[config.mk]
export PLATFORM = sky130hd
export DESIGN_NAME = alu_arbiter
export DESIGN_NICKNAME = d
export VERILOG_FILES = /design/src/rtl/alu_arbiter.sv
export SDC_FILE = /design/constraint.sdc
export NUM_CORES = 1
export LEC_CHECK = 0
export ABC_AREA = 1
export BUFFER_PORTS_ARGS = -buffer_cell sky130_fd_sc_hd__buf_4
export CAP_MARGIN = 20
export CORE_ASPECT_RATIO = 1.25
export CORE_MARGIN = 2
export CORE_UTILIZATION = 61
export CTS_CLUSTER_SIZE = 12
export DETAILED_ROUTE_END_ITERATION = 16
export PLACE_DENSITY = 0.88
export SKIP_CTS_REPAIR_TIMING = 1
export SYNTH_ARGS = -nofsm -noshare
export SYNTH_HDL_FRONTEND = slang
export SYNTH_HIERARCHICAL = 1
export SYNTH_SLANG_ARGS = --single-unit
[constraint.sdc]
create_clock -name clk -period 5.2 [get_ports clk]
set_input_delay 0.52 -clock clk [delete_from_list [all_inputs] [get_ports clk]]
set_output_delay 0.52 -clock clk [all_outputs]
set_load 0.1 [all_outputs]
[src/rtl/alu_arbiter.sv]
// Round-robin arbiter sharing one combinational ALU among N_REQ requesters, with a
// registered valid/ready response channel. Define ALU_ARB_FIXED_PRIO_EN for fixed priority.

module alu #(
  parameter int BW = 16
) (
  input  logic [BW-1:0] a,
  input  logic [BW-1:0] b,
  input  logic [3:0]    opcode,
  output logic [BW-1:0] out,
  output logic [2:0]    flags
);

  logic ovf;

  // 0 add, 1 sub, 2 and, 3 or, 4 xor, 5 not a, 6 shl a by b[3:0], 7 shr a by b[3:0]
  always_comb begin
    out = '0;
    ovf = 1'b0;
    case (opcode)
      4'h0: begin
        out = a + b;
        ovf = (a[BW-1] == b[BW-1]) && (out[BW-1] != a[BW-1]);
      end
      4'h1: begin
        out = a - b;
        ovf = (a[BW-1] != b[BW-1]) && (out[BW-1] != a[BW-1]);
      end
      4'h2:    out = a & b;
      4'h3:    out = a | b;
      4'h4:    out = a ^ b;
      4'h5:    out = ~a;
      4'h6:    out = a << b[3:0];
      4'h7:    out = a >> b[3:0];
      default: out = '0;
    endcase
  end

  assign flags = {ovf, out[BW-1], out == '0};

endmodule

// state | meaning
// IDLE  | waiting for a request; grant is combinational
// EXEC  | operand registers drive the alu for one full cycle
// RESP  | result held on the response channel until rsp_ready
module alu_arbiter #(
  parameter  int BW    = 16,
  parameter  int N_REQ = 4,
  localparam int IDW   = $clog2(N_REQ)
) (
  input  logic                clk,
  input  logic                rst,
  input  logic [N_REQ-1:0]    req_valid,
  output logic [N_REQ-1:0]    req_ready,
  input  logic [N_REQ*BW-1:0] req_a,
  input  logic [N_REQ*BW-1:0] req_b,
  input  logic [N_REQ*4-1:0]  req_opcode,
  output logic                rsp_valid,
  input  logic                rsp_ready,
  output logic [IDW-1:0]      rsp_id,
  output logic [BW-1:0]       rsp_out,
  output logic [2:0]          rsp_flags,
  output logic                busy
);

  typedef enum logic [1:0] {IDLE, EXEC, RESP} state_t;

  state_t         state, state_nx;
  logic [IDW-1:0] grant_idx;
  logic           grant_any;
  logic [IDW-1:0] id_reg;
  logic [BW-1:0]  a_reg, b_reg, out_reg;
  logic [3:0]     op_reg;
  logic [2:0]     flags_reg;
  logic [BW-1:0]  alu_out;
  logic [2:0]     alu_flags;

  logic [BW-1:0] a_arr  [N_REQ];
  logic [BW-1:0] b_arr  [N_REQ];
  logic [3:0]    op_arr [N_REQ];

  for (genvar i = 0; i < N_REQ; i++) begin : g_unpack
    assign a_arr[i]  = req_a[i*BW +: BW];
    assign b_arr[i]  = req_b[i*BW +: BW];
    assign op_arr[i] = req_opcode[i*4 +: 4];
  end

`ifdef ALU_ARB_FIXED_PRIO_EN
  always_comb begin
    grant_any = 1'b0;
    grant_idx = '0;
    for (int i = N_REQ - 1; i >= 0; i--) begin
      if (req_valid[IDW'(i)]) begin
        grant_any = 1'b1;
        grant_idx = IDW'(i);
      end
    end
  end
`else
  logic [IDW-1:0] last_grant;
  logic [IDW:0]   scan_sum;
  logic [IDW-1:0] scan_idx;

  // Scan from farthest to nearest so the requester closest after last_grant wins.
  always_comb begin
    grant_any = 1'b0;
    grant_idx = '0;
    scan_sum  = '0;
    scan_idx  = '0;
    for (int k = N_REQ; k >= 1; k--) begin
      scan_sum = {1'b0, last_grant} + (IDW+1)'(k);
      if (scan_sum >= (IDW+1)'(N_REQ)) scan_sum = scan_sum - (IDW+1)'(N_REQ);
      scan_idx = scan_sum[IDW-1:0];
      if (req_valid[scan_idx]) begin
        grant_any = 1'b1;
        grant_idx = scan_idx;
      end
    end
  end
`endif

  alu #(.BW(BW)) u_alu (
    .a      (a_reg),
    .b      (b_reg),
    .opcode (op_reg),
    .out    (alu_out),
    .flags  (alu_flags)
  );

  always_ff @(posedge clk) begin
    if (rst) begin
      state     <= IDLE;
      a_reg     <= '0;
      b_reg     <= '0;
      op_reg    <= '0;
      id_reg    <= '0;
      out_reg   <= '0;
      flags_reg <= '0;
`ifndef ALU_ARB_FIXED_PRIO_EN
      last_grant <= IDW'(N_REQ - 1);
`endif
    end else begin
      state <= state_nx;
      case (state)
        IDLE: begin
          if (grant_any) begin
            a_reg  <= a_arr[grant_idx];
            b_reg  <= b_arr[grant_idx];
            op_reg <= op_arr[grant_idx];
            id_reg <= grant_idx;
`ifndef ALU_ARB_FIXED_PRIO_EN
            last_grant <= grant_idx;
`endif
          end
        end
        EXEC: begin
          out_reg   <= alu_out;
          flags_reg <= alu_flags;
        end
        default: ;
      endcase
    end
  end

  always_comb begin
    state_nx  = state;
    req_ready = '0;
    rsp_valid = 1'b0;
    case (state)
      IDLE: begin
        if (grant_any) begin
          req_ready[grant_idx] = 1'b1;
          state_nx             = EXEC;
        end
      end
      EXEC: state_nx = RESP;
      RESP: begin
        rsp_valid = 1'b1;
        if (rsp_ready) state_nx = IDLE;
      end
      default: state_nx = IDLE;
    endcase
  end

  assign busy      = (state != IDLE);
  assign rsp_id    = id_reg;
  assign rsp_out   = out_reg;
  assign rsp_flags = flags_reg;

endmodule

==> flow_summary.yaml <==
worst_setup_path:
  startpoint_type: "flop"
  cpLargestDelayFamily: "simple AND/OR/NAND/NOR gates"
  crit_start: "last_grant[0]"
  crit_chain: "inv_2 -> nand2_1 -> nand2_1 -> nand2_1 -> nand2_1 -> nand2_1 -> nand3_2 -> nand2_2 -> inv_2 -> nor3_1 -> buf_4"
  crit_type: "flop to output port"
  worst-path-buf-inv: 3
  rr_worst_depth: 13
  critPathSlowestCell: "nand2_2"
  worst_setup_path_end_kind: "output port"
  reg2reg_from: "last_grant[0]"
  rrSetupSlack_ns: 1.74
  cp_max_fo: 46
  cp.required_ns: 4.68
  cp_common_cell: "nand2_1"
  crit_arrival_ns: 3.74
  r2r_end: "b_reg[1]"
  cpPeakStageDelay_ns: 0.73
global_routing:
  overflow: 0
  grt_pass1_vias: 9558
  grt_pass1_wl_um: 46000
  grt_start_max_net_pins: 55
  grtUsageTotal: 0.409
  antenna_found_initial: 1
timing:
  setup_ws_ns: 0.937
  period_share: 0.820
  hold_viol_final: 0
  final-setup-viol-count: 0
  finalCriticalPeriod_ns: 4.26
  clock.fmax_mhz: 235
  grt_setup_unrepaired: "no"
  clock_skew_ns: 0.0107
  final_max_slew_viol_count: 0
  setup_tns_ns: 0
  max_slew_margin: 0.324
  worstMarginPinSlew_ns: 1.01
cells_and_area:
  final_area_um2: 9550
  drive_gt1_frac: 0.142
  synthToLayoutAreaGrowth_pct: 18.4
  antenna_cells: 0
  final_nets: 1867
floorplan:
  fp.dieW_um: 107
  rows: 47
  ioPinCount: 178
  dieArea_um2: 14200
  fp.dieH_um: 133
  coreArea_um2: 13100
  initial_core_util: 0.618
cts:
  cts_sinks: 61
  clk_pin_slew_ns: 0.06
  clockBufferDepth: 2
  cts.root.buffer_cell: "clkbuf_16"
  cts_tree: "done"
  clk_latency_ns: 0.34
  cts_buffers: 9
  h-tree-depth: 3
logic_synthesis:
  yosysTopAreaCell: "nand2_1"
  synthAdderAreaFrac: 0.0840
  syn-num-nets: 1745
  ys_seq_area_frac: 0.151
  synthMuxAreaShare: 0
  avgSynthCellArea_um2: 5.24
  yosysTopAreaCellShare: 0.212
  yosys_warnings: 6
  synth_cell_type_count: 34
  synthXorXnorAreaFrac: 0
  synth-simple-area-share: 0.534
  synth.cell_area_um2: 8070
  netlist_instances: 1541
  synth_area_leaders: "nand2_1, nand3_1, dfxtp_1"
  synth_top_family_by_area: "simple AND/OR/NAND/NOR gates"
  ys_ff_latch: 61
  synth_compound_area_frac: 0.0786
worst_hold_path:
  hold_end: "b_reg[13]"
  hold_path.startpoint: "req_b[61]"
  hold_class: "input pin to flop"
  hold_path_depth: 3
drt:
  first_pass_iters: 9
  wl_per_cell_um: 16.1
  drc: 0
  vias: 10546
  drtIter0Drc: 1164
  via_per_inst: 5.73
  detail-route-antenna-nets: 0
  routed_wl_um: 29500
flow_run:
  max_cap_viol_count: 0
status:
  outcome: "finished, final reports clean"
place:
  placed_area_um2: 9260
  place_hpwl_um: 22800
  dp_slack_ns: 1.32
  finalWeightedCongestion: 1.11
  io_buffers: 177
power:
  power_density_nw_per_um2: 728
  ir_drop_v: 0.00121
  p_total_mw: 6.95
  power.leakage_nw: 5.38
[layer usage]
| layer | GRT usage | share of wire | wire length (um) | vias to the layer above |
|---|---|---|---|---|
| met3 | 0.0852 | 0.097 | 2880 | 176 |
| li1 | - | - | - | 5083 |
| met5 | 0 | 0.00044 | 13 | - |
| met2 | 0.686 | 0.46 | 13600 | 682 |
| met1 | 0.457 | 0.36 | 10600 | 4603 |
| met4 | 0.286 | 0.085 | 2520 | 2 |
[cell families after synthesis]
kind of cell | Yosys count
AND/OR/NAND/NOR | 1017
buffers and inverters | 291
AO/OA/AOI/OAI | 119
flip-flops | 61
adder cells (fa/ha/maj) | 53
[how the worst max path moves through the flow]
stage,to,depth (start not counted)
after detailed placement,req_ready[0],12
after global routing,req_ready[0],11
after CTS,req_ready[1],11
after floorplan,req_ready[1],11
after global placement,req_ready[0],12
final,req_ready[1],11
[placed cells by master (no fill, tap or decap), types with 2 or more instances in the layout]
cell type	n
nand2_1	455
nand3_1	279
nor2_1	236
inv_1	198
buf_4	186
dfxtp_1	61
ha_1	51
o21ai_0	45
a21oi_1	45
inv_2	15
nand4_1	14
o22ai_1	11
clkbuf_16	9
o21ai_1	8
nand2_2	7
nor2_2	7
nor3_1	6
o211ai_1	5
clkinvlp_4	3
o21bai_1	3
nor2_4	3
and2_1	3
nand3_2	2
clkinv_1	2
clkbuf_8	2
or2_0	2
fa_1	2
[tightest hold or removal path, delay by kind of cell]
| kind | cells | cell delay [ns] |
|---|---|---|
| buffers and inverters | 1 | 0.08 |
| and+or+nand+nor | 1 | 0.07 |
| AOI/OAI and AO/OA | 1 | 0.05 |
[per-stage QoR]
stage / std cells / utilization / hold WS (ns)
floorplan: 1541 / - / 0.555
global placement: 1823 / 0.710 / 0.461
detailed placement: 1823 / 0.710 / 0.462
CTS: 1839 / 0.732 / 0.406
global route: 1839 / 0.732 / 0.413
finish: 1839 / 0.732 / 0.404
[synthesized netlist by cell type, drive strengths merged]
cell / number
and2: 3
ha: 51
nor2: 246
nand3b: 1
nor3: 6
or2: 2
clkbuf: 16
dfxtp: 61
nand2: 463
and3: 1
a21oi: 45
buf: 59
nand3: 281
inv: 214
clkinv: 2
a21o: 1
o22ai: 11
a21boi: 1
nand4: 14
o21bai: 3
o21ai: 53
o211ai: 5
fa: 2
[power breakdown]
part           leakage (nW)  total, mW  switching, mW  internal (mW)
sequential            0.506      0.896          0.250          0.647
combinational          4.75       5.47           3.94           1.53
clock                 0.131      0.588          0.238          0.350
[area by class of cell]
class	count	area [um2]
tap	171	214
multi-input combinational	1189	5620
timing repair buffer	186	1400
inverter	216	813
clock inverter	4	31.3
sequential	61	1220
clock buffer	12	256
fill	1181	3500
Power figures use the tool's default switching activity.
